<file path="src/rtl/riscv_stream_pkg.sv">
`default_nettype none
// ============================================================================
//  Module      : riscv_stream_pkg
//  Description : Shared constants and helpers for the stream demultiplexer
//                slice: port count, select width, FSM state encoding and a
//                one-hot port decode helper.
//  Contents    : DEMUX_PORTS, SEL_W, sel_t, ST_IDLE, ST_IN_PKT, onehot_port()
//  Revision    : 1.0 - initial release
// ============================================================================
package riscv_stream_pkg;

    localparam int DEMUX_PORTS = 4;
    localparam int SEL_W       = 2;

    typedef logic [SEL_W-1:0] sel_t;

    // Packet-tracking FSM encoding (single bit, kept as plain constants so the
    // encoding is visible in waveforms and netlists).
    localparam logic [0:0] ST_IDLE   = 1'b0;
    localparam logic [0:0] ST_IN_PKT = 1'b1;

    // One-hot decode of a port index, gated by a valid qualifier so that an
    // empty buffer never presents a valid on any port.
    function automatic logic [DEMUX_PORTS-1:0] onehot_port(
        input logic en,
        input sel_t dst
    );
        logic [DEMUX_PORTS-1:0] vec;
        vec = '0;
        if (en) begin
            vec[dst] = 1'b1;
        end
        return vec;
    endfunction

endpackage : riscv_stream_pkg
`default_nettype wire

</file>
<file path="src/rtl/stream_reg_slice.sv">
`default_nettype none
// ============================================================================
//  Module      : stream_reg_slice
//  Description : One-entry valid/ready register holding {data, last, dst}.
//                Full throughput: a new beat is accepted in the same cycle the
//                held beat drains. in_ready depends combinationally on
//                out_ready only.
//  Ports       : clk, rst_n            clock, async active-low reset
//                in_valid/in_ready     upstream handshake
//                in_data/in_last/in_dst upstream payload and route
//                out_valid/out_ready   downstream handshake (selected port)
//                out_data/out_last/out_dst held payload and route
//  Revision    : 1.0 - initial release
// ============================================================================
module stream_reg_slice #(
    parameter int NrOfBits = 32,
    parameter int DstBits  = 2
) (
    input  logic                clk,
    input  logic                rst_n,
    input  logic                in_valid,
    output logic                in_ready,
    input  logic [NrOfBits-1:0] in_data,
    input  logic                in_last,
    input  logic [DstBits-1:0]  in_dst,
    output logic                out_valid,
    input  logic                out_ready,
    output logic [NrOfBits-1:0] out_data,
    output logic                out_last,
    output logic [DstBits-1:0]  out_dst
);

    logic buf_fire;
    logic accept;

    assign buf_fire = out_valid & out_ready;
    // Empty, or emptying this cycle: either way the entry can take a beat.
    assign in_ready = ~out_valid | buf_fire;
    assign accept   = in_valid & in_ready;

    always_ff @(posedge clk or negedge rst_n) begin
        if (!rst_n) begin
            out_valid <= 1'b0;
            out_data  <= '0;
            out_last  <= 1'b0;
            out_dst   <= '0;
        end else if (accept) begin
            out_valid <= 1'b1;
            out_data  <= in_data;
            out_last  <= in_last;
            out_dst   <= in_dst;
        end else if (buf_fire) begin
            // Payload is left in place; only the valid drops.
            out_valid <= 1'b0;
        end
    end

endmodule : stream_reg_slice
`default_nettype wire

</file>
<file path="src/rtl/stream_demux_4.sv">
`default_nettype none
// ============================================================================
//  Module      : stream_demux_4
//  Description : Packet-aware 1-to-4 valid/ready demultiplexer. The destination
//                is taken from in_sel on the first beat of a packet and held
//                until the beat flagged last. One registered output stage:
//                1-cycle latency, 1 beat/cycle sustained.
//  Ports       : clk, rst_n               clock, async active-low reset
//                in_valid/in_ready        input handshake
//                in_data/in_last/in_sel   input payload, last flag, route
//                out_valid[3:0]           one-hot per-port valid
//                out_ready[3:0]           per-port ready
//                out_data/out_last        shared payload bus and last flag
//                busy                     packet open or beat buffered
//  Revision    : 1.0 - initial release
// ============================================================================
module stream_demux_4
    import riscv_stream_pkg::*;
#(
    parameter int NrOfBits = 32
) (
    input  logic                   clk,
    input  logic                   rst_n,
    input  logic                   in_valid,
    output logic                   in_ready,
    input  logic [NrOfBits-1:0]    in_data,
    input  logic                   in_last,
    input  logic [SEL_W-1:0]       in_sel,
    output logic [DEMUX_PORTS-1:0] out_valid,
    input  logic [DEMUX_PORTS-1:0] out_ready,
    output logic [NrOfBits-1:0]    out_data,
    output logic                   out_last,
    output logic                   busy
);

    logic [0:0]  state;
    sel_t        dest;
    sel_t        route;
    logic        accept;
    logic        buf_valid;
    sel_t        buf_dst;
    logic        sel_ready;

    // Only the ready of the port currently holding the beat matters; the
    // other ready bits are intentionally ignored.
    assign sel_ready = out_ready[buf_dst];
    assign accept    = in_valid & in_ready;

    // First beat of a packet routes from in_sel; later beats use the latched
    // destination so in_sel may change freely mid-packet.
    assign route = (state == ST_IDLE) ? in_sel : dest;

    stream_reg_slice #(
        .NrOfBits (NrOfBits),
        .DstBits  (SEL_W)
    ) u_slice (
        .clk       (clk),
        .rst_n     (rst_n),
        .in_valid  (in_valid),
        .in_ready  (in_ready),
        .in_data   (in_data),
        .in_last   (in_last),
        .in_dst    (route),
        .out_valid (buf_valid),
        .out_ready (sel_ready),
        .out_data  (out_data),
        .out_last  (out_last),
        .out_dst   (buf_dst)
    );

    // Packet tracker: moves only on accepted beats. A single-beat packet
    // never leaves IDLE, so the next beat samples in_sel again.
    always_ff @(posedge clk or negedge rst_n) begin
        if (!rst_n) begin
            state <= ST_IDLE;
            dest  <= '0;
        end else if (accept) begin
            case (state)
                ST_IDLE: begin
                    if (!in_last) begin
                        state <= ST_IN_PKT;
                        dest  <= in_sel;
                    end
                end
                ST_IN_PKT: begin
                    if (in_last) begin
                        state <= ST_IDLE;
                    end
                end
                default: begin
                    state <= ST_IDLE;
                end
            endcase
        end
    end

    assign out_valid = onehot_port(buf_valid, buf_dst);
    assign busy      = (state == ST_IN_PKT) | buf_valid;

endmodule : stream_demux_4
`default_nettype wire

</file>
<file path="config.mk">
export PLATFORM = sky130hd
export DESIGN_NAME = stream_demux_4
export DESIGN_NICKNAME = d
export VERILOG_FILES = /design/src/rtl/riscv_stream_pkg.sv /design/src/rtl/stream_reg_slice.sv /design/src/rtl/stream_demux_4.sv
export SDC_FILE = /design/constraint.sdc
export NUM_CORES = 1
export LEC_CHECK = 0
export ABC_CLOCK_PERIOD_IN_PS = 1900
export BUFFER_PORTS_ARGS = -buffer_cell sky130_fd_sc_hd__buf_2
export CAP_MARGIN = 20
export CORE_UTILIZATION = 40
export DETAILED_ROUTE_END_ITERATION = 6
export PLACE_DENSITY_LB_ADDON = 0.05
export SLEW_MARGIN = 20
export SYNTH_ARGS = -nofsm -noshare
export SYNTH_HDL_FRONTEND = slang
export SYNTH_SLANG_ARGS = --single-unit
</file>
<file path="constraint.sdc">
create_clock -name clk -period 1.9 [get_ports clk]
set_input_delay 0.285 -clock clk [delete_from_list [all_inputs] [get_ports clk]]
set_output_delay 0.285 -clock clk [all_outputs]
set_load 0.05 [all_outputs]
</file>
==> metrics.md, run 1 <==
| Metric | Value |
|---|---|
| Antenna violation net count after detailed routing | 0 |
| Drt via density | 4.639 |
| Clk_skew | 0.002881 ns |
| Setup TNS | 0 ns |
| R2R Path End | u_slice.out_data[16] |
| Die Y-Extent | 64.66 microns |
| Crit path from | u_slice.out_dst[1] |
| Reg2reg setup slack | 0.17 ns |
| Starting Density | 0.4226 |
| Outcome | completed |
| # nets final | 231 |
| Vias in the first global route | 1106 |
| Worst-Margin Slew | 0.4590 ns |
| Max-cap violations | 0 |
| WP data arrival | 1.55 ns |
| PortBufs | 80 |
| Root buffer cell | clkbuf_8 |
| Crit share post-route | 0.9673 |
| CP Launch Type | register |
| Synth Instances | 100 |
| Share of layout cells above drive strength 1 | 0.6842 |
| CP Max Fanout | 6 |
| TritonCTS Buffers | 5 |
| CP Class | reg -> out |
| Grt total ovfl | 0 |
| Ant. Diodes | 0 |
| # DRC | 0 |
| Worst hold path class | in -> reg |
| Rel. slew slack | 0.6940 |
| Fill count | 339 |
| First-pass GRT wire length | 4899 microns |
| Worst-Skew Late Latency | 0.28 ns |
| Worst reg2reg startpoint | u_slice.out_dst[1] |
| DR pass1 iterations | 3 |
| Clk sinks | 39 |
| DIE AREA | 4180 sq um |
| Synth warn | 0 |
| Post-synthesis sequential area ratio | 0.6215 |
| HPWL Detailed | 2345 microns |
| Cell Area, Synth | 1570 sq um |
| Core outline area | 3716 sq um |
| H-Tree Level Count | 2 |
| Top Ports | 81 |
| Worst Setup EP | in_ready |
| Worst-path clk slew | 0.07 ns |
| Clock Path Buffers | 2 |
| Synthesis-to-finish area growth | 36.49% |
| Vias | 1104 |
| RSZ-0062 raised after global routing | false |
| Critical Path Sink Type | output pin |
| Avg Cell Area, Syn | 15.70 sq um |
| Antenna violations before repair | 0 |
| Fin. max-slew vios | 0 |
| # rows | 22 |
| Fmax | 544.1 MHz |
| Chip width | 64.66 microns |
| Seq cells post-synth | 39 |
| Final WL | 2972 microns |
| Gr usage total | 0.1626 |
| Wirelength per Cell | 12.49 microns |
| Initial DRC Count | 34 |
| RD Place Congestion | 0.7494 |
| Tmin final | 1.838 ns |
| Final hold violation count | 0 |
| CTS tree | done |
| Number of distinct library cells after synthesis | 17 |
| # setup viols final | 0 |
| Largest net degree at the start of global routing | 21 |
| Reg2Reg Depth | 4 |
| Critical Path RT | 1.62 ns |
| Postcts setup bufs | 0 |
| Syn nets | 142 |
==> cell usage after synthesis <==
cell type / number / area share
or3_4: 1 / 0.0072
mux2_2: 32 / 0.23
or2_2: 1 / 0.0040
nor2_1: 4 / 0.0096
o221ai_2: 1 / 0.0096
mux2_1: 3 / 0.022
buf_6: 4 / 0.029
mux2_4: 2 / 0.019
a21oi_1: 1 / 0.0032
mux2i_1: 2 / 0.013
inv_1: 1 / 0.0024
nand2_1: 3 / 0.0072
nand2b_1: 2 / 0.0080
o21ai_0: 2 / 0.0064
o22a_1: 1 / 0.0056
dfrtp_1: 39 / 0.62
a31oi_1: 1 / 0.0040
==> worst min-delay path by stage <==
stage	startpoint	to	slack (ns)	depth (start not counted)
after floorplan	rst_n	dest[0]	-0.01	0
after global placement	rst_n	u_slice.out_last	0.26	1
after detailed placement	rst_n	u_slice.out_data[18]	0.27	1
after CTS	in_data[8]	u_slice.out_data[8]	0.20	2
after global routing	in_data[8]	u_slice.out_data[8]	0.19	2
final	in_data[8]	u_slice.out_data[8]	0.21	2
==> cells in the final DEF (no fill, tap or decap), types with 2 or more instances in the layout <==
cell      instances
buf_2            80
buf_4             4
clkbuf_8          5
dfrtp_1          38
mux2_1            3
mux2_2           32
mux2_4            2
mux2i_1           2
nand2_1           3
nand2b_1          2
nor2_1            4
o21ai_0           2
==> area by class of cell <==
cell class              count  area [sq um]  share of cell area
flip-flops and latches     39         977.2              0.4559
multi-input cells          56         556.8              0.2598
repair buffers             86         460.4              0.2148
clock buffers               6         72.57             0.03386
well taps                  48         60.06             0.02802
clock inverters             2         12.51            0.005838
inverters                   1         3.754            0.001751
==> registers in the layout, indices dropped and copies added, names as in the netlist <==
| name | cells |
|---|---|
| u_slice.out_last | 1 |
| dest | 2 |
| u_slice.out_data | 32 |
| state | 1 |
| u_slice.out_dst | 2 |
| u_slice.out_valid | 1 |
==> stage by stage <==
step	setup slack (ns)	utilization	hold WS (ns)	std cells	instance area, sq um
floorplan	0.2028	-	-0.01059	100	1570
global placement	0.1824	0.5508	0.2579	229	2047
detailed placement	0.1449	0.5508	0.2722	229	2047
CTS	0.01271	0.5764	0.1993	238	2142
global route	0.01405	0.5768	0.1944	238	2143
finish	0.06214	0.5768	0.2089	238	2143
==> critical path, stage by stage (launching register included) <==
cell	delay, ns
dfrtp_2	0.41
mux2_2	0.38
o22a_1	0.25
buf_2	0.23
==> kinds of logic (layout without fill, tap and decap cells) <==
group                  after synthesis  count (layout)  share of synthesized area
muxes                               39              39                     0.2829
DFF                                 39              39                     0.6215
and+or+nand+nor                     11              11                    0.03585
AOI/OAI and AO/OA                    6               6                    0.02868
buffers and inverters                5              95                    0.03107
==> layer usage <==
metal  vias to the layer above  part of all wire  track usage
met5                         -                 0            0
met4                         0             0.020      0.07500
met3                         4             0.069      0.06338
met2                        46              0.52       0.2763
met1                       526              0.40       0.1775
li1                        528                 -            -
==> what timing repair did <==
action | 4_1_cts | 5_1_grt
hold buffers | 1 | 0
setup endpoints to repair | 0 | 1
gates resized for setup | 0 | 1
endpoints found under the hold margin | 19 | 0
Power of run 1 is left out: the tool's default activity adds up to more than one toggle a clock period on the data nets, which glitch-free logic cannot reach.
==> run 2: changes to the inputs <==
--- a/config.mk
+++ b/config.mk
@@ -14,4 +14,5 @@
 export SLEW_MARGIN = 20
 export SYNTH_ARGS = -nofsm -noshare
 export SYNTH_HDL_FRONTEND = slang
+export SYNTH_HIERARCHICAL = 1
 export SYNTH_SLANG_ARGS = --single-unit
==> run 2 against run 1 <==
  * Via count increased by 0.18%
  * Fmax decreased by 0.14%
  * Clock skew increased by 0.0025 ns
  * First-iteration DRC count increased by 26%
  * Worst setup slack got worse by 0.0026 ns
  * Synthesized cell count decreased by 6.0%
  * Critical path depth unchanged
==> metrics.md, run 2 <==
| Metric | Value |
|---|---|
| Die Y-Extent | 66.94 microns (+3.5%) |
| Top Ports | 81 (unchanged) |
| H-Tree Level Count | 2 (unchanged) |
| Max reg flops | 32 (unchanged) |
| Cts hold-fix bufs | 0 (-1) |
| Seq cells post-synth | 39 (unchanged) |
| Clk sinks | 39 (unchanged) |
| Critical Path, Cell by Cell | mux4_2 -> nand2b_4 -> buf_2 |
| Final hold violation count | 0 (unchanged) |
| Tmin final | 1.840 ns (+0.002609 ns) |
| RSZ-0062 raised after global routing | false |
| Max-cap violations | 0 (unchanged) |
| DIE AREA | 4480 sq um (+7.2%) |
| Total power | 4.664 mW |
| Delay-heaviest family, CP | multiplexers |
| # resized after CTS | 0 (unchanged) |
| Met3 WL post-DR | 211 microns (+3.4%) |
| Commonest non-fill, non-tap cell in the layout | buf_2 |
| Starting Density | 0.4186 (-0.003925) |
| Clk_skew | 0.005379 ns (+0.002497 ns) |
| Fmax | 543.3 MHz (-0.14%) |
| Setup TNS | 0 ns (unchanged) |
| Area occupied by multi-input gates | 676.9 sq um (+22%) |
| Chip width | 66.94 microns (+3.5%) |
| Post-Layout Cell Count | 233 (-2.1%) |
| CP bufs+invs | 1 (unchanged) |
| Critical-path top delay cell | mux4_2 |
| Largest net degree at the start of global routing | 40 (+90%) |
| Reg area | 975.9 sq um (-0.13%) |
| Post-synth top area cell | dfrtp_1 |
| Synth top cells by count | dfrtp_1 (39), mux2_4 (32), mux2_2 (7) |
| Ant. Diodes | 0 (unchanged) |
| Synthesis-to-finish area growth | 34.50% |
| # rows | 23 (+4.5%) |
| Post-layout util | 0.5630 (-0.01372) |
| Post-synthesis sequential area ratio | 0.5786 (-0.04288) |
| Postcts setup bufs | 0 (unchanged) |
| VDD IR max | 0.0008924 V |
| Antenna violations before repair | 0 (unchanged) |
| Grt total ovfl | 0 (unchanged) |
| Worst-path clk slew | 0.07 ns (about the same) |
| Largest regs | u_slice/out_data (32), dest (2), u_slice/out_dst (2) |
| TritonCTS Buffers | 5 (unchanged) |
| Vias in the first global route | 1063 (-3.9%) |
| Gr usage total | 0.1654 (+0.002837) |
| # nets final | 224 (-3.0%) |
| Worst-Margin Slew | 0.8474 ns (+0.3884 ns) |
| Vias | 1106 (+0.18%) |
| # DRC | 0 (unchanged) |
| Root buffer cell | clkbuf_8 |
| Static leakage power | 1.202 nW |
| Power density over the cells | 2056 nW/um^2 |
| Worst hold path class | in -> async |
| Critical Path Sink Type | output pin |
| Share of layout cells above drive strength 1 | 0.7322 (+0.04803) |
| M1 wire length | 1372 microns (+17%) |
| PortBufs | 80 (unchanged) |
| Most flops, register | u_slice/out_data |
| Rel. slew slack | 0.4351 (-0.2589) |
| Fill count | 366 (+8.0%) |
| CP Class | reg -> out |
| EDFF count, synth | 0 (unchanged) |
| Syn nets | 136 (-4.2%) |
| Synth Area in Compound Gates | 0.006677 (-0.02201) |
| Clock Path Buffers | 2 (unchanged) |
| Yosys top cell area share | 0.5786 (-0.04288) |
| WP data arrival | 1.56 ns (about the same) |
| Simple-Gate Fraction of Synth Area | 0.04970 (+0.01385) |
| Critical Path RT | 1.62 ns (about the same) |
| Adder-Cell Fraction of Synth Area | 0 (unchanged) |
| Final worst slack | 0.05953 ns (-0.002609 ns) |
| Drt via density | 4.747 (+2.3%) |
| Met2 wire len | 1853 microns (+21%) |
| Most frequent cells in the layout | buf_2 (80), dfrtp_1 (39), mux2_4 (32) |
| Synth Flop Type | dfrtp_1 |
| Outcome | completed |
| Worst-Skew Late Latency | 0.28 ns (about the same) |
| Dpl ws | 0.1169 ns (-0.02801 ns) |
| Number of distinct library cells after synthesis | 17 (unchanged) |
| Fin. max-slew vios | 0 (unchanged) |
| First-pass GRT wire length | 5181 microns (+5.8%) |
| Top Layer Used | met4 |
| CP Max Fanout | 6 (unchanged) |
| CP Launch Type | register |
| Ys async rst share | 1.000 (unchanged) |
| Area contributors post-synth | dfrtp_1 (58%), mux2_4 (28%), mux2_2 (4.7%), buf_6 (2.0%), mux4_2 (1.3%) |
| Count leader, synth | dfrtp_1 |
| CTS tree | done |
| Dpl cells | 225 (-1.7%) |
| Post-Synth XOR/XNOR Area | 0 (unchanged) |
| Cell Area, Synth | 1687 sq um (+7.4%) |
| Synth warn | 6 (+6) |
| Crit share post-route | 0.9687 (+0.001373) |
| Mux contribution to synthesized area | 0.3450 (+0.06209) |
| Antenna violation net count after detailed routing | 0 (unchanged) |
| Avg Cell Area, Syn | 17.94 sq um (+14%) |
| Main combinational cell family by area after synthesis | multiplexers |
| Initial DRC Count | 43 (+26%) |
| RD Place Congestion | 0.7107 (-5.2%) |
| # setup viols final | 0 (unchanged) |
| Core outline area | 4029 sq um (+8.4%) |
| Wirelength per Cell | 14.93 microns (+20%) |
| DR pass1 iterations | 4 (+1) |
| Synth Instances | 94 (-6.0%) |
| Delay of the slowest critical-path stage | 0.49 ns (+0.08 ns) |
| Final WL | 3478 microns (+17%) |
-- run 2: changes by cell type in the layout (fill, tap and decap cells not counted), moves of 2 or more --
cell and delta:
mux2_1 -3, buf_12 +2, mux2_2 -25, o21ai_0 -2
mux2_4 +30, mux2i_1 -2, buf_4 -3, nor2_1 -3
nand2_1 -2
-- run 2: layout make-up --
| cell class | count | share of cell area |
|---|---|---|
| Sequential cell | 39 | 0.4302 |
| Multi-Input combinational cell | 52 | 0.2984 |
| Timing Repair Buffer | 84 | 0.2063 |
| Clock buffer | 6 | 0.03199 |
| Tap cell | 50 | 0.02758 |
| Clock inverter | 2 | 0.005516 |
-- run 2: worst paths after layout --
path                                    start              endpoint  slack, ns  cells past startpoint
setup / recovery           u_slice/out_dst[0]              in_ready       0.06                      3
hold / removal                          rst_n  u_slice/out_data[28]       0.11                      1
setup reg to reg           u_slice/out_dst[0]  u_slice/out_data[26]       0.12                      5
hold reg to reg              u_slice/out_last      u_slice/out_last       0.50                      1
max in group asynchronous               rst_n               dest[1]       1.27                      1
min in group clk                      in_last                 state       0.22                      2
-- run 2: kinds of logic after synthesis --
family / Yosys count
AO/OA/AOI/OAI: 2
buffers and inverters: 3
flip-flops: 39
multiplexers: 40
AND/OR/NAND/NOR: 10
-- run 2: where the power goes --
group	internal, mW	switching [mW]
Clock	0.256	0.270
Combinational	0.953	1.76
Sequential	1.20	0.222
Total	2.41	2.25
-- run 2: metal layers --
metal | track usage | vias to the layer above
met4 | 0.07979 | 0
met1 | 0.1869 | 543
li1 | - | 514
met5 | 0 | -
met3 | 0.04281 | 4
met2 | 0.2866 | 45
-- run 2: stage by stage --
step	hold slack [ns]	cell area (sq um)
6_report	0.1076	2268
5_1_grt	0.1852	2268
4_1_cts	0.1253	2268
3_5_place_dp	0.4450	2183
3_3_place_gp	0.4288	2183
2_1_floorplan	-0.01059	1687
Note: power is estimated with default switching activity, not from simulation.
==> run 3: changes to the inputs <==
--- a/config.mk
+++ b/config.mk
@@ -5,12 +5,13 @@
 export SDC_FILE = /design/constraint.sdc
 export NUM_CORES = 1
 export LEC_CHECK = 0
-export ABC_CLOCK_PERIOD_IN_PS = 1900
+export ABC_CLOCK_PERIOD_IN_PS = 2000
 export BUFFER_PORTS_ARGS = -buffer_cell sky130_fd_sc_hd__buf_2
 export CAP_MARGIN = 20
 export CORE_UTILIZATION = 40
 export DETAILED_ROUTE_END_ITERATION = 6
 export PLACE_DENSITY_LB_ADDON = 0.05
+export SETUP_SLACK_MARGIN = 0.3
 export SLEW_MARGIN = 20
 export SYNTH_ARGS = -nofsm -noshare
 export SYNTH_HDL_FRONTEND = slang
==> constraint.sdc (replaced) <==
create_clock -name clk -period 2 [get_ports clk]
set_input_delay 0.3 -clock clk [delete_from_list [all_inputs] [get_ports clk]]
set_output_delay 0.3 -clock clk [all_outputs]
set_load 0.05 [all_outputs]
==> run 3 against run 2 <==
  * Non-clock buffer count up 4
  * Critical path type is now reg -> reg
  * Combinational power about the same
  * Highest routed layer unchanged
  * Via count up 0.72%
==> metrics.md, run 3 (synthesis gave the netlist of run 2 again) <==
| Metric | Value |
|---|---|
| Die Y-Extent | 66.94 microns (unchanged) |
| Clk_skew | 0.005078 ns (-0.0003002 ns) |
| Worst hold path class | in -> async |
| Delay of the slowest critical-path stage | 0.50 ns (about the same) |
| RSZ-0062 raised after global routing | true |
| Dpl cells | 224 (-0.44%) |
| # setup viols final | 0 (unchanged) |
| Vias in the first global route | 1132 (+6.5%) |
| Share of layout cells above drive strength 1 | 0.7433 (+0.01108) |
| DIE AREA | 4480 sq um (unchanged) |
| Reg area | 975.9 sq um (unchanged) |
| CTS tree | done |
| Clock Path Buffers | 2 (unchanged) |
| Rel. slew slack | 0.6699 (+0.2349) |
| Max-cap violations | 0 (unchanged) |
| Seq pwr share | 0.286 (-0.019) |
| Antenna violation net count after detailed routing | 0 (unchanged) |
| Static leakage power | 1.274 nW (+6.0%) |
| Wirelength per Cell | 15.14 microns (+1.4%) |
| First-pass GRT wire length | 5506 microns (+6.3%) |
| Root buffer cell | clkbuf_8 |
| # DRC | 0 (unchanged) |
| Worst-path clk slew | 0.07 ns (about the same) |
| Starting Density | 0.4186 (unchanged) |
| CP Max Fanout | 4 (-2) |
| Outcome | completed |
| RD Place Congestion | 0.6284 (-12%) |
| Most frequent cells in the layout | buf_2 (79), dfrtp_1 (39), mux2_4 (36) |
| Synthesis-to-finish area growth | 41.69% |
| Delay-heaviest family, CP | multiplexers |
| DR pass1 iterations | 2 (-2) |
| Crit path from | u_slice/out_dst[0] |
| Top Ports | 81 (unchanged) |
| Area occupied by multi-input gates | 700.7 sq um (+3.5%) |
| Post-Layout Cell Count | 237 (+1.7%) |
| Critical Path, Cell by Cell | mux4_2 -> nand2b_4 -> buf_4 -> and4bb_4 -> mux2_4 |
| Largest regs | u_slice/out_data (32), dest (2), u_slice/out_dst (2) |
| # rows | 23 (unchanged) |
| TritonCTS Buffers | 5 (unchanged) |
| Drt via density | 4.700 (-0.98%) |
| Reg2Reg Depth | 5 (unchanged) |
| Fmax | 549.6 MHz |
| Final hold violation count | 0 (unchanged) |
| Power share of the clock group | 0.141 (+0.028) |
| Fin. max-slew vios | 0 (unchanged) |
| Internal | 2.544 mW (+5.6%) |
| Final WL | 3589 microns (+3.2%) |
| Clk sinks | 39 (unchanged) |
| Critical Path Sink Type | register |
| WP data arrival | 1.99 ns (+0.43 ns) |
| Fill count | 328 (-10%) |
| VDD IR max | 0.001027 V (+15%) |
| Post-layout util | 0.5932 (+0.03013) |
| Comb power frac | 0.573 (-0.009) |
| Gr usage total | 0.1717 (+0.006332) |
| Commonest non-fill, non-tap cell in the layout | buf_2 |
| Chip width | 66.94 microns (unchanged) |
| # nets final | 228 (+1.8%) |
| Critical-path top delay cell | mux4_2 |
| Psw | 2.185 mW (-3.1%) |
| Setup TNS | 0 ns (unchanged) |
| HPWL Detailed | 2328 microns |
| Max reg flops | 32 (unchanged) |
| Worst reg2reg startpoint | u_slice/out_dst[0] |
| Grt total ovfl | 0 (unchanged) |
| Crit share post-route | 0.9098 |
| Tmin final | 1.820 ns |
| R2R Path End | dest[1] |
| Worst-Skew Late Latency | 0.28 ns (about the same) |
| Most flops, register | u_slice/out_data |
| Largest net degree at the start of global routing | 40 (unchanged) |
| Worst-Margin Slew | 0.4951 ns (-0.3523 ns) |
| H-Tree Level Count | 2 (unchanged) |
| CP Launch Type | register |
| Vias | 1114 (+0.72%) |
| CP Class | reg -> reg |
| PortBufs | 80 (unchanged) |
| Antenna violations before repair | 0 (unchanged) |
| Reg2reg setup slack | 0.18 ns (+0.06 ns) |
| Initial DRC Count | 37 (-14%) |
| Ant. Diodes | 0 (unchanged) |
| Power density over the cells | 1979 nW/um^2 (-3.8%) |
| Switching portion of total power | 0.4620 (-0.02134) |
| CP bufs+invs | 1 (unchanged) |
| Critical Path RT | 2.17 ns (+0.55 ns) |
| Core outline area | 4029 sq um (unchanged) |
[run 3: how the worst max path moves through the flow]
stage                            to  slack (ns)  cells after the start
5_1_grt                    in_ready        0.12                      3
2_1_floorplan          out_valid[0]        0.10                      1
3_5_place_dp   u_slice/out_data[26]        0.08                      5
3_3_place_gp   u_slice/out_data[28]        0.12                      5
6_report                    dest[1]        0.18                      5
4_1_cts                    in_ready        0.17                      3
[run 3: worst reg2reg max path: cells and delay by family, from the launching register on]
kind / cells / cell delay (ns)
multiplexers: 2 / 0.79
buffers and inverters: 1 / 0.16
flip-flops: 1 / 0.38
AND/OR/NAND/NOR: 2 / 0.39
[run 3: power by group through the flow]
stage	clock network [mW]	registers, mW	logic [mW]
finish	0.668	1.35	2.71
global route	0.727	1.41	2.82
CTS	0.695	1.35	2.69
detailed placement	0	1.37	2.53
global placement	0	1.35	2.51
floorplan	0	2.41	0.950
[run 3: cell type report]
type | count | area share
Clock inverter | 2 | 0.01466
Timing Repair Buffer | 88 | 0.2230
Sequential cell | 39 | 0.4084
Tap cell | 50 | 0.02618
Multi-Input combinational cell | 52 | 0.2932
Clock buffer | 6 | 0.03456
[run 3: per-stage QoR]
| step | cell area (sq um) | setup WS (ns) | total power, mW | hold WS [ns] |
|---|---|---|---|---|
| 2_1_floorplan | 1687 | 0.1048 | 3.357 | 0.004409 |
| 3_3_place_gp | 2163 | 0.1181 | 3.865 | 0.3740 |
| 3_5_place_dp | 2163 | 0.07734 | 3.900 | 0.3887 |
| 4_1_cts | 2365 | 0.1726 | 4.740 | 0.07643 |
| 5_1_grt | 2390 | 0.1167 | 4.957 | 0.08706 |
| 6_report | 2390 | 0.1804 | 4.729 | 0.06117 |
[run 3: routing by layer]
layer  GRT usage  up-vias  part of all wire
met5           0        -                 0
met4     0.05585        0            0.0095
met3     0.06336        5             0.072
met2      0.2702       46              0.48
met1      0.2169      545              0.44
li1            -      518                 -
[run 3: timing repair]
action | 4_1_cts | 5_1_grt
endpoints found under the setup margin | 37 | 38
hold buffers | 0 | 0
gates resized for setup | 9 | 0
pin swaps | 1 | 0
gates cloned | 1 | 1
buffers inserted | 3 | 0
